`config.mk`:
```
export PLATFORM = sky130hd
export DESIGN_NAME = map_line_writer
export DESIGN_NICKNAME = d
export VERILOG_FILES = /design/src/rtl/map_line_writer.sv
export SDC_FILE = /design/constraint.sdc
export NUM_CORES = 1
export LEC_CHECK = 0
export ABC_CLOCK_PERIOD_IN_PS = 6200
export BUFFER_PORTS_ARGS = -buffer_cell sky130_fd_sc_hd__buf_2
export CELL_PAD_IN_SITES_DETAIL_PLACEMENT = 1
export CELL_PAD_IN_SITES_GLOBAL_PLACEMENT = 1
export CORE_ASPECT_RATIO = 1.5
export CORE_UTILIZATION = 46
export DETAILED_ROUTE_END_ITERATION = 8
export PLACE_DENSITY = 0.78
export SYNTH_ARGS = -nofsm -noshare
export SYNTH_HDL_FRONTEND = slang
export SYNTH_SLANG_ARGS = --single-unit
```
`constraint.sdc`:
```
create_clock -name clk -period 6.2 [get_ports clk]
set_input_delay 0.93 -clock clk [delete_from_list [all_inputs] [get_ports clk]]
set_output_delay 0.93 -clock clk [all_outputs]
set_load 0.01 [all_outputs]
```
`src/rtl/map_line_writer.sv`:
```
// rtl/map_line_writer.sv - Bresenham line/clear writer feeding port A of the VGA map BRAM
module map_line_writer #(
    parameter int         H_RES    = 640,
    parameter int         V_RES    = 480,
    parameter logic [7:0] FREE_VAL = 8'h00,
    parameter logic [7:0] OBST_VAL = 8'hFF
) (
    input  logic        clk,
    input  logic        reset,
    input  logic [9:0]  origin_x,
    input  logic [8:0]  origin_y,
    input  logic [9:0]  pt_x,
    input  logic [8:0]  pt_y,
    input  logic        pt_valid,
    output logic        pt_ready,
    input  logic        clear_req,
    output logic [18:0] vga_waddr,
    output logic [7:0]  dina,
    output logic        wea,
    output logic        busy,
    output logic        line_done,
    output logic        clear_done,
    output logic        oob_err
);

    localparam logic [18:0] LAST_ADDR = 19'(H_RES * V_RES - 1);
    localparam logic [10:0] X_LIM     = 11'(H_RES);
    localparam logic [9:0]  Y_LIM     = 10'(V_RES);

    typedef enum logic [1:0] {IDLE, CLEAR, SETUP, DRAW} state_t;

    state_t            state;
    logic [9:0]        cx, x1;
    logic [8:0]        cy, y1;
    logic signed [11:0] dx, dy, err;
    logic              sx_neg, sy_neg;

    logic signed [11:0] ddx, ddy, dx_c, dy_c, err_n;
    logic signed [12:0] e2;
    logic              step_x, step_y, at_end, next_end, pt_oob;
    logic [9:0]        nx;
    logic [8:0]        ny;

    function automatic logic [18:0] pix_addr(input logic [9:0] x, input logic [8:0] y);
        return ({10'd0, y} << 9) + ({10'd0, y} << 7) + {9'd0, x};
    endfunction

    assign pt_ready = (state == IDLE) && !clear_req;
    assign busy     = (state != IDLE);
    assign pt_oob   = ({1'b0, pt_x} >= X_LIM) || ({1'b0, pt_y} >= Y_LIM);

    // The registered write always reflects (cx,cy); the next pixel is computed from the pre-update err.
    always_comb begin
        ddx      = $signed({2'b00, x1}) - $signed({2'b00, cx});
        ddy      = $signed({3'b000, y1}) - $signed({3'b000, cy});
        dx_c     = (ddx < 0) ? -ddx : ddx;
        dy_c     = (ddy < 0) ? ddy : -ddy;
        e2       = $signed({err, 1'b0});
        step_x   = (e2 >= $signed({dy[11], dy}));
        step_y   = (e2 <= $signed({dx[11], dx}));
        err_n    = err + (step_x ? dy : 12'sd0) + (step_y ? dx : 12'sd0);
        nx       = step_x ? (sx_neg ? cx - 10'd1 : cx + 10'd1) : cx;
        ny       = step_y ? (sy_neg ? cy - 9'd1 : cy + 9'd1) : cy;
        at_end   = (cx == x1) && (cy == y1);
        next_end = (nx == x1) && (ny == y1);
    end

    always_ff @(posedge clk) begin
        if (reset) begin
            state      <= IDLE;
            wea        <= 1'b0;
            vga_waddr  <= '0;
            dina       <= '0;
            line_done  <= 1'b0;
            clear_done <= 1'b0;
            oob_err    <= 1'b0;
            cx         <= '0;
            cy         <= '0;
            x1         <= '0;
            y1         <= '0;
            dx         <= '0;
            dy         <= '0;
            err        <= '0;
            sx_neg     <= 1'b0;
            sy_neg     <= 1'b0;
        end else begin
            wea        <= 1'b0;
            line_done  <= 1'b0;
            clear_done <= 1'b0;
            oob_err    <= 1'b0;
            case (state)
                IDLE: begin
                    if (clear_req) begin
                        state     <= CLEAR;
                        wea       <= 1'b1;
                        vga_waddr <= '0;
                        dina      <= FREE_VAL;
                    end else if (pt_valid) begin
                        cx <= origin_x;
                        cy <= origin_y;
                        x1 <= pt_x;
                        y1 <= pt_y;
                        if (pt_oob) oob_err <= 1'b1;
                        else        state   <= SETUP;
                    end
                end
                CLEAR: begin
                    if (vga_waddr == LAST_ADDR) begin
                        state <= IDLE;
                    end else begin
                        wea        <= 1'b1;
                        vga_waddr  <= vga_waddr + 19'd1;
                        dina       <= FREE_VAL;
                        clear_done <= (vga_waddr + 19'd1 == LAST_ADDR);
                    end
                end
                SETUP: begin
                    dx        <= dx_c;
                    dy        <= dy_c;
                    err       <= dx_c + dy_c;
                    sx_neg    <= !(cx < x1);
                    sy_neg    <= !(cy < y1);
                    wea       <= 1'b1;
                    vga_waddr <= pix_addr(cx, cy);
                    dina      <= at_end ? OBST_VAL : FREE_VAL;
                    line_done <= at_end;
                    state     <= DRAW;
                end
                DRAW: begin
                    if (at_end) begin
                        state <= IDLE;
                    end else begin
                        cx        <= nx;
                        cy        <= ny;
                        err       <= err_n;
                        wea       <= 1'b1;
                        vga_waddr <= pix_addr(nx, ny);
                        dina      <= next_end ? OBST_VAL : FREE_VAL;
                        line_done <= next_end;
                    end
                end
                default: state <= IDLE;
            endcase
        end
    end

endmodule

```
======== Word-level counts from Yosys, hierarchy flattened ========
Index checks and enable logic that the tools add are counted.
W data, S select, Z words.
storage, ports and cells
  flip-flop bits (word level) ............. 109
  bits of input ports ..................... 42
  logic and storage cells ................. 121
operators by class
  add/subtract/negate cells ............... 16
  magnitude comparators ................... 8
  equal/unequal tests ..................... 18
  mux-type cells .......................... 41
  bitwise logic cells ..................... 4
  reductions and logical operators ........ 18
operators with widths
  kind                     count
  $pmux W19 S4             1
  $mux W12                 5
  $mux W19                 3
  $mux W10                 5
  $mux W9                  5
  $mux W8                  5
  $add A18 B16 Y19         2
  $add A19 B10 Y19         2
  $eq A19 B19 Y1 const B   2
  $add A12 B12 Y12         3
  $pmux W8 S4              1
  $pmux W12 S2             1
  $eq A10 B10 Y1           2
  $pmux W10 S2             1
  $add A19 B1 Y19 const B  1
  $eq A9 B9 Y1             2
  $pmux W9 S2              1
  $ne A2 B2 Y1 const B     7
  $ge A13 B12 Y1           1
  $le A13 B12 Y1           1
  $neg A10 Y12             1
  $neg A11 Y12             1
  $lt A11 B1 Y1 const B    1
  $sub A10 B10 Y11         1
  other kinds (29)         50

======== Logic depth before layout (Yosys ltp) ========
Gate-level depths: netlist (run 1).
  depth after elaboration ................. 8
  gate-level depth with buffers ........... 24

======== Worst setup path after synthesis (run 1) ========
No wires, ideal clock.
  path kind ............................... register -> register
  from .................................... register err[5]
  to ...................................... register err[10]
  library setup time ...................... 0.086 ns
  arrival time ............................ 4.702 ns
  required time ........................... 6.114 ns
  setup slack ............................. 1.412 ns
  stages on the path, launching flop included .. 21
  buffers on the path ..................... 2
  clock period less this slack ............ 4.788 ns
  path through ............................ dfxtp_1 ha_1 a211o_1 a211o_1 a2bb2oi_2 o21ai_0 clkbuf_1 clkbuf_1 nor2_1 fa_1 ha_1 a21o_1 a21oi_1 nor2b_1 nor2_1 nor2_1 o41ai_1 o21ai_0 xor2_1 mux2i_1 a211oi_1
on the way
  cells in the longest elaborated chain, start to end .. 6
RTL lines
  what                      line  RTL
  start: declaration        35    logic signed [11:0] dx, dy, err;
  start signal: assignment  120   err <= dx_c + dy_c;
  start signal: assignment  135   err <= err_n;
  $ge A13 B12 Y1            59    step_x = (e2 >= $signed({dy[11], dy}));
  $mux W12                  61    err_n = err + (step_x ? dy : 12'sd0) + (step_y ? dx : 12'sd0);
  $add A12 B12 Y12          61
  $add A12 B12 Y12 *        61
  $mux W12 *                130   if (at_end) begin
  $pmux W12 S2 *            91    case (state)
Every way passes the cells marked *; elsewhere a longest branch is shown, timed or not. The select of a mux whose other input is x is not followed.
A chain may end at the register's enable or synchronous reset.

======== Worst setup path in the final report (run 1) ========
  from .................................... register cx[0]
  to ...................................... register err[9]
on the way
  cells in the longest elaborated chain, start to end .. 5
RTL lines
  what                                           line  RTL
  start: declaration                             33    logic [9:0] cx, x1;
  start signal: assignment                       99    cx <= origin_x;
  start signal: assignment                       133   cx <= nx;
  $sub A10 B10 Y11 *                             54    ddx = $signed({2'b00, x1}) - $signed({2'b00, cx});
  $neg A11 Y12 or $lt A11 B1 Y1 (tied branches)  56    dx_c = (ddx < 0) ? -ddx : ddx;
  $mux W12 *                                     56
  net dx_c[1]                                    38    logic signed [11:0] ddx, ddy, dx_c, dy_c, err_n;
  $add A12 B12 Y12 *                             120
  $pmux W12 S2 *                                 91
Mark *: on every way through the listed nets, which the timed path passes. The rest lies on a longest branch.

==> results of run 1 <==
[state kept, by name, summed over array words and instances, names as in the netlist]
name,flops
dina,1
vga_waddr,19
dy,12
state,2
clear_done,1
line_done,1
x1,10
dx,12
sy_neg,1
sx_neg,1
y1,9
cy,9
cx,10
wea,1
err,12
oob_err,1
[placed cells by master, fill, tap and decap left out, types with 4 or more instances in the layout]
master and count:
ha_1 117, nand2b_1 8, fa_1 20, nor2_1 165
or3_1 4, o21ai_0 45, clkbuf_16 9, inv_1 91
o221ai_1 4, nor3_1 45, o21a_1 13, xor2_1 47
and3_1 7, nand4_1 13, a211o_1 5, o22ai_1 10
or2_2 6, nor4_1 10, o211ai_1 7, a21o_1 23
o21bai_1 7, dfxtp_1 102, nor2b_1 16, a21boi_1 5
a211oi_1 42, o21ai_1 24, a221oi_1 5, a21oi_1 114
a22oi_1 8, buf_4 20, a31oi_1 12, o31ai_1 8
nand2_1 128, o2111ai_1 4, nand3_1 23, xnor2_1 59
buf_2 73, mux2i_1 13, mux2_2 5
[power groups by stage]
| stage | Clock (µW) | Sequential [µW] | Combinational, µW |
|---|---|---|---|
| 6_report | 645 | 803 | 2650 |
| 5_1_grt | 676 | 812 | 2880 |
| 4_1_cts | 654 | 803 | 2640 |
| 3_5_place_dp | 0 | 818 | 2610 |
| 3_3_place_gp | 0 | 815 | 2550 |
| 2_1_floorplan | 0 | 789 | 1880 |
[kinds of logic after synthesis]
kind of cell / synth area share [%]
adder cells (fa/ha/maj): 18.7
flip-flops: 20.4
AO/OA/AOI/OAI: 23.5
XOR/XNOR: 9.52
buffers and inverters: 6.05
AND/OR/NAND/NOR: 19.8
multiplexers: 2.02
[final timing paths]
check	from	endpoint	slack, ns	cells after the start
worst max-delay path	cx[0]$_SDFFE_PP0P_	err[9]$_SDFFE_PP0P_	0.91	22
worst min-delay path	dy[2]$_SDFFE_PP0P_	dy[2]$_SDFFE_PP0P_	0.46	2
worst max register to register	cx[0]$_SDFFE_PP0P_	err[9]$_SDFFE_PP0P_	0.91	22
worst min register to register	dy[2]$_SDFFE_PP0P_	dy[2]$_SDFFE_PP0P_	0.46	2
[worst reg2reg max path, stage by stage (launching register included)]
cell	delay (ns)
dfxtp_1	0.58
ha_1	0.25
inv_1	0.06
fa_1	0.40
a21o_1	0.18
a21oi_1	0.27
o21ai_1	0.12
a21o_1	0.16
a21oi_1	0.21
o21ai_1	0.29
mux2i_1	0.43
inv_1	0.09
ha_1	0.33
a211oi_1	0.36
o21a_1	0.18
o21ai_0	0.09
a21oi_1	0.24
nor2b_1	0.10
o21ai_0	0.22
nor2b_1	0.19
xnor2_1	0.07
a211oi_1	0.24
nor3_1	0.06
[metal layers]
layer  share of wire (%)  routed length [µm]  GRT usage [%]
met2                  53               19000           61.8
met1                  37               13400           33.8
met3                 2.9                1030           3.66
met5                   0                   0              0
met4                 6.7                2380           22.4
[layout make-up]
type                    count  area [µm²]
clock buffers              12         246
clock inverters             4        70.1
fillers                  2733       10200
inverters                  94         353
multi-input cells        1075        7370
repair buffers             93         515
flip-flops and latches    102        2040
well taps                 268         335
[metrics by stage]
stage	setup WS, ns	area (µm²)	cells
3_5_place_dp	0.979	10600	1632
4_1_cts	0.965	10900	1648
2_1_floorplan	1.41	9990	1328
6_report	0.906	10900	1648
5_1_grt	0.522	10900	1648
3_3_place_gp	1.17	10600	1632
==> impl_metrics.xml, run 1 <==
<?xml version="1.0" encoding="UTF-8"?>
<metrics>
  <group name="synth">
    <metric name="synth.largest_area_cell" unit="">dfxtp_1</metric>
    <metric name="ys_top_cells_by_area" unit="">dfxtp_1 (20%), ha_1 (15%), nor2_1 (6.3%)</metric>
    <metric name="synth_fp_nets" unit="">1507</metric>
    <metric name="gate_count_of_the_mapped_netlist" unit="">1328</metric>
    <metric name="synth_enable_flop_cells" unit="">0</metric>
    <metric name="synth-main-ff-cell" unit="">dfxtp_1</metric>
    <metric name="post-synth-top-count-cell" unit="">nor2_1</metric>
    <metric name="synth.avg_cell_area" unit="µm²">7.52</metric>
    <metric name="yosysSeqAreaShare" unit="%">20.4</metric>
    <metric name="synth-async-reset-ratio" unit="%">0</metric>
    <metric name="synth_commonest_cells" unit="">nor2_1 (167), nand2_1 (129), ha_1 (117), a21oi_1 (115), dfxtp_1 (102)</metric>
    <metric name="post_synth_num_cell_types" unit="">74</metric>
    <metric name="synthesis.area" unit="µm²">9990</metric>
    <metric name="synth.ff_latch_count" unit="">102</metric>
    <metric name="synth_top_cell_area_share" unit="%">20.4</metric>
    <metric name="yosys_warnings" unit="">0</metric>
  </group>
  <group name="finish">
    <metric name="finalCoreUtilization" unit="%">51.7</metric>
    <metric name="design.final.nets" unit="">1554</metric>
    <metric name="drive_gt1_share" unit="%">9.64</metric>
    <metric name="areaGrowthSynthToFinish" unit="%">9.42</metric>
    <metric name="antenna_cells" unit="">0</metric>
  </group>
  <group name="cts">
    <metric name="tritoncts" unit="">done</metric>
    <metric name="clk_latency" unit="ns">0.37</metric>
    <metric name="post-cts-setup-buffers" unit="">0</metric>
    <metric name="cts-root-buf" unit="">clkbuf_16</metric>
    <metric name="total_number_of_h_tree_levels" unit="">3</metric>
    <metric name="max-clock-path-buffers" unit="">2</metric>
    <metric name="cts_hold_buf" unit="">0</metric>
    <metric name="clock_sinks" unit="">102</metric>
    <metric name="number_of_buffers_created_by_cts" unit="">9</metric>
    <metric name="cts.repair.resized" unit="">0</metric>
    <metric name="path_clk_slew" unit="ns">0.08</metric>
  </group>
  <group name="power_and_ir_drop">
    <metric name="design_power_total" unit="µW">4090</metric>
    <metric name="p_comb_share" unit="%">64.6</metric>
    <metric name="switching_share" unit="%">48.8</metric>
    <metric name="p_seq_share" unit="%">19.6</metric>
    <metric name="ir_drop" unit="V">0.000176</metric>
    <metric name="leakagePower" unit="µW">0.00479</metric>
    <metric name="power-per-cell-area" unit="nW/µm²">375</metric>
    <metric name="power_switching" unit="µW">2000</metric>
    <metric name="clockPowerShare" unit="%">15.8</metric>
    <metric name="internal-power" unit="µW">2090</metric>
  </group>
  <group name="global_routing">
    <metric name="global_route.overflow_total" unit="">0</metric>
    <metric name="grt_antenna_before_repair" unit="">0</metric>
    <metric name="grtUsageTotal" unit="%">33.2</metric>
    <metric name="maximum_number_of_pins_on_one_net_before_global_route_repair" unit="">51</metric>
    <metric name="vias_in_the_first_global_route" unit="">10600</metric>
    <metric name="grt_first_pass_wirelength" unit="µm">56200</metric>
  </group>
  <group name="timing">
    <metric name="maxSlewViolCount" unit="">0</metric>
    <metric name="setup_tns" unit="ns">0</metric>
    <metric name="timing.final.setup_violations" unit="">0</metric>
    <metric name="setup_repair_after_global_routing_missed_its_margin" unit="">false</metric>
    <metric name="relSlewSlack" unit="%">38.6</metric>
    <metric name="min_period" unit="ns">5.29</metric>
    <metric name="ratio_of_final_minimum_period_to_clock_period" unit="%">85.4</metric>
    <metric name="fmax" unit="MHz">189</metric>
    <metric name="report.final.hold_viol_count" unit="">0</metric>
    <metric name="worst_pin_slew" unit="ns">0.917</metric>
    <metric name="skew" unit="ns">0.0138</metric>
    <metric name="fin_worst_hold_slack" unit="ns">0.455</metric>
  </group>
  <group name="run">
    <metric name="max_cap_violations" unit="">0</metric>
  </group>
  <group name="critical_path">
    <metric name="critical-path-max-stage-delay" unit="ns">0.58</metric>
    <metric name="worst-path-buf-inv" unit="">2</metric>
    <metric name="startpoint_type" unit="">register</metric>
    <metric name="crit_type" unit="">register to register</metric>
    <metric name="top_delay_family_on_crit_path" unit="">compound AO/OA/AOI/OAI gates</metric>
    <metric name="cp_max_fo" unit="">10</metric>
    <metric name="critical_path.endpoint_type" unit="">register</metric>
    <metric name="timing.critical_path.slowest_stage_cell" unit="">dfxtp_1</metric>
    <metric name="timing.critical_path.mode_cell" unit="">a21oi_1</metric>
    <metric name="worstPathRequired" unit="ns">6.43</metric>
    <metric name="worstPathCellList" unit="">ha_1 -&gt; inv_1 -&gt; fa_1 -&gt; a21o_1 -&gt; a21oi_1 -&gt; o21ai_1 -&gt; a21o_1 -&gt; a21oi_1 -&gt; o21ai_1 -&gt; mux2i_1 -&gt; inv_1 -&gt; ha_1 -&gt; a211oi_1 -&gt; o21a_1 -&gt; o21ai_0 -&gt; a21oi_1 -&gt; nor2b_1 -&gt; o21ai_0 -&gt; nor2b_1 -&gt; xnor2_1 -&gt; a211oi_1 -&gt; nor3_1</metric>
    <metric name="worst-endpoint-arrival" unit="ns">5.53</metric>
  </group>
  <group name="routing">
    <metric name="detail_route.drc_violations" unit="">0</metric>
    <metric name="drt.antenna.violating_nets" unit="">0</metric>
    <metric name="detailroute.via_count" unit="">10000</metric>
    <metric name="first_pass_iters" unit="">4</metric>
    <metric name="drt_first_iter_violations" unit="">381</metric>
    <metric name="wl_per_cell" unit="µm">21.7</metric>
    <metric name="wl" unit="µm">35800</metric>
    <metric name="drt-vias-per-instance" unit="">6.08</metric>
  </group>
  <group name="floorplan">
    <metric name="die-area" unit="µm²">22300</metric>
    <metric name="io_pins" unit="">75</metric>
    <metric name="die_h" unit="µm">182</metric>
    <metric name="start_util" unit="%">47.2</metric>
    <metric name="placement_rows" unit="">65</metric>
    <metric name="area_of_the_core" unit="µm²">21100</metric>
    <metric name="fp.dieW" unit="µm">122</metric>
  </group>
  <group name="placement">
    <metric name="place.gp.congestion" unit="">0.917</metric>
    <metric name="dpl_hpwl" unit="µm">28200</metric>
    <metric name="port_buffers" unit="">74</metric>
  </group>
  <group name="outcome">
    <metric name="outcome" unit="">finished, final reports clean</metric>
  </group>
  <group name="worst_hold_path">
    <metric name="hold_path_class" unit="">register to register</metric>
  </group>
</metrics>
No activity file was read; power rests on OpenSTA's default activity.
==> run 2: changes to the inputs <==
--- a/config.mk
+++ b/config.mk
@@ -7,11 +7,13 @@
 export LEC_CHECK = 0
 export ABC_CLOCK_PERIOD_IN_PS = 6200
 export BUFFER_PORTS_ARGS = -buffer_cell sky130_fd_sc_hd__buf_2
+export CAP_MARGIN = 20
 export CELL_PAD_IN_SITES_DETAIL_PLACEMENT = 1
 export CELL_PAD_IN_SITES_GLOBAL_PLACEMENT = 1
 export CORE_ASPECT_RATIO = 1.5
 export CORE_UTILIZATION = 46
 export DETAILED_ROUTE_END_ITERATION = 8
+export MAX_ROUTING_LAYER = met4
 export PLACE_DENSITY = 0.78
 export SYNTH_ARGS = -nofsm -noshare
 export SYNTH_HDL_FRONTEND = slang
==> impl_metrics.xml, run 2 (synthesis results as in run 1) <==
<?xml version="1.0" encoding="UTF-8"?>
<metrics>
  <group name="timing">
    <metric name="skew" unit="ns">0.0138</metric>
    <metric name="finalWorstSetupSlack" unit="ns">0.866</metric>
    <metric name="ratio_of_final_minimum_period_to_clock_period" unit="%">86.0</metric>
    <metric name="setup_repair_after_global_routing_missed_its_margin" unit="">false</metric>
    <metric name="fmax" unit="MHz">187</metric>
    <metric name="timing.final.setup_violations" unit="">0</metric>
    <metric name="relSlewSlack" unit="%">40.2</metric>
    <metric name="worst_pin_slew" unit="ns">0.896</metric>
    <metric name="fin_worst_hold_slack" unit="ns">0.458</metric>
    <metric name="maxSlewViolCount" unit="">0</metric>
    <metric name="setup_tns" unit="ns">0</metric>
    <metric name="min_period" unit="ns">5.33</metric>
    <metric name="report.final.hold_viol_count" unit="">0</metric>
  </group>
  <group name="cts">
    <metric name="cts.repair.resized" unit="">0</metric>
    <metric name="cts-root-buf" unit="">clkbuf_16</metric>
    <metric name="tritoncts" unit="">done</metric>
    <metric name="max-clock-path-buffers" unit="">2</metric>
    <metric name="cts_hold_buf" unit="">0</metric>
    <metric name="clock_sinks" unit="">102</metric>
    <metric name="number_of_buffers_created_by_cts" unit="">9</metric>
    <metric name="post-cts-setup-buffers" unit="">0</metric>
    <metric name="path_clk_slew" unit="ns">0.08</metric>
    <metric name="clk_latency" unit="ns">0.38</metric>
    <metric name="total_number_of_h_tree_levels" unit="">3</metric>
  </group>
  <group name="placement">
    <metric name="pre_cts_ws" unit="ns">0.919</metric>
    <metric name="place.gp.congestion" unit="">0.933</metric>
    <metric name="port_buffers" unit="">74</metric>
    <metric name="dpl_hpwl" unit="µm">28400</metric>
  </group>
  <group name="global_routing">
    <metric name="global_route.overflow_total" unit="">0</metric>
    <metric name="grtUsageTotal" unit="%">34.5</metric>
    <metric name="grt_first_pass_wirelength" unit="µm">56800</metric>
    <metric name="grt_antenna_before_repair" unit="">0</metric>
    <metric name="maximum_number_of_pins_on_one_net_before_global_route_repair" unit="">57</metric>
    <metric name="vias_in_the_first_global_route" unit="">10700</metric>
  </group>
  <group name="worst_hold_path">
    <metric name="hold_depth" unit="">2</metric>
    <metric name="hold_path_class" unit="">register to register</metric>
  </group>
  <group name="critical_path">
    <metric name="critical_path.endpoint_type" unit="">register</metric>
    <metric name="worst-endpoint-arrival" unit="ns">5.59</metric>
    <metric name="startpoint_type" unit="">register</metric>
    <metric name="cp_max_fo" unit="">10</metric>
    <metric name="crit_type" unit="">register to register</metric>
    <metric name="worstPathRequired" unit="ns">6.46</metric>
    <metric name="r2r.worst_path.cells" unit="">22</metric>
  </group>
  <group name="power_and_ir_drop">
    <metric name="power-per-cell-area" unit="nW/µm²">375</metric>
    <metric name="leakagePower" unit="µW">0.00479</metric>
    <metric name="design_power_total" unit="µW">4100</metric>
    <metric name="ir_drop" unit="V">0.000196</metric>
  </group>
  <group name="routing">
    <metric name="drt.antenna.violating_nets" unit="">0</metric>
    <metric name="wl_met2" unit="µm">18700</metric>
    <metric name="wl" unit="µm">35800</metric>
    <metric name="detailroute.via_count" unit="">10100</metric>
    <metric name="highest_layer" unit="">met4</metric>
    <metric name="drt_first_iter_violations" unit="">466</metric>
    <metric name="wl_met1" unit="µm">13500</metric>
    <metric name="wl_per_cell" unit="µm">21.8</metric>
    <metric name="routed_wl_met3" unit="µm">952</metric>
    <metric name="detail_route.drc_violations" unit="">0</metric>
    <metric name="drt-vias-per-instance" unit="">6.10</metric>
    <metric name="first_pass_iters" unit="">5</metric>
  </group>
  <group name="finish">
    <metric name="most-common-layout-cells" unit="">nor2_1 (165), nand2_1 (128), ha_1 (117)</metric>
    <metric name="antenna_cells" unit="">0</metric>
    <metric name="ff_latch_area" unit="µm²">2040</metric>
    <metric name="areaGrowthSynthToFinish" unit="%">9.42</metric>
    <metric name="design.final.nets" unit="">1554</metric>
    <metric name="number_of_flip_flops_under_the_largest_register_name" unit="">19</metric>
    <metric name="layout_commonest_cell" unit="">nor2_1</metric>
    <metric name="drive_gt1_share" unit="%">9.64</metric>
    <metric name="fillers" unit="">2727</metric>
    <metric name="register_bank_with_the_most_flops" unit="">vga_waddr</metric>
    <metric name="multiInputGateArea" unit="µm²">7370</metric>
  </group>
  <group name="floorplan">
    <metric name="placement_rows" unit="">65</metric>
    <metric name="area_of_the_core" unit="µm²">21100</metric>
    <metric name="io_pins" unit="">75</metric>
    <metric name="die_h" unit="µm">182</metric>
    <metric name="fp.dieW" unit="µm">122</metric>
    <metric name="start_util" unit="%">47.2</metric>
    <metric name="die-area" unit="µm²">22300</metric>
  </group>
  <group name="outcome">
    <metric name="outcome" unit="">finished, final reports clean</metric>
  </group>
  <group name="run">
    <metric name="max_cap_violations" unit="">0</metric>
  </group>
</metrics>
==> run 2: final timing paths <==
path	start	end	slack (ns)
setup reg to reg	cx[0]$_SDFFE_PP0P_	err[9]$_SDFFE_PP0P_	0.87
hold reg to reg	dx[10]$_SDFFE_PP0P_	dx[10]$_SDFFE_PP0P_	0.46
hold / removal	dx[10]$_SDFFE_PP0P_	dx[10]$_SDFFE_PP0P_	0.46
setup / recovery	cx[0]$_SDFFE_PP0P_	err[9]$_SDFFE_PP0P_	0.87
==> run 2: cell type report <==
type | count | share of cell area (%)
flip-flops and latches | 102 | 18.7
repair buffers | 93 | 4.72
multi-input cells | 1075 | 67.4
inverters | 94 | 3.23
clock buffers | 12 | 2.26
clock inverters | 4 | 0.641
well taps | 268 | 3.07
==> run 2: power by group <==
group	leakage (µW)	internal, µW	switching (µW)
Clock	0.000157	364	284
Combinational	0.00380	1010	1630
Sequential	0.000832	714	88.5
Total	0.00479	2090	2010
==> run 2: layer usage <==
| metal | vias to the layer above | track usage (%) |
|---|---|---|
| met2 | 228 | 61.3 |
| li1 | 4781 | - |
| met4 | 0 | 25.3 |
| met5 | - | - |
| met3 | 126 | 3.78 |
| met1 | 4916 | 34.2 |
==> run 2: stage by stage <==
| stage | cells | area (µm²) | util [%] |
|---|---|---|---|
| 4_1_cts | 1648 | 10900 | 51.7 |
| 3_5_place_dp | 1632 | 10600 | 50.2 |
| 6_report | 1648 | 10900 | 51.7 |
| 2_1_floorplan | 1328 | 9990 | - |
| 5_1_grt | 1648 | 10900 | 51.7 |
| 3_3_place_gp | 1632 | 10600 | 50.2 |
==> run 2: critical path, stage by stage (launching register included) <==
cell and delay (ns):
dfxtp_1 0.58, ha_1 0.24, inv_1 0.06, fa_1 0.40, a21o_1 0.19, a21oi_1 0.30
o21ai_1 0.13, a21o_1 0.17, a21oi_1 0.20, o21ai_1 0.29, mux2i_1 0.47, inv_1 0.10
ha_1 0.32, a211oi_1 0.36, o21a_1 0.17, o21ai_0 0.09, a21oi_1 0.23, nor2b_1 0.10
o21ai_0 0.25, nor2b_1 0.20, xnor2_1 0.07, a211oi_1 0.23, nor3_1 0.06
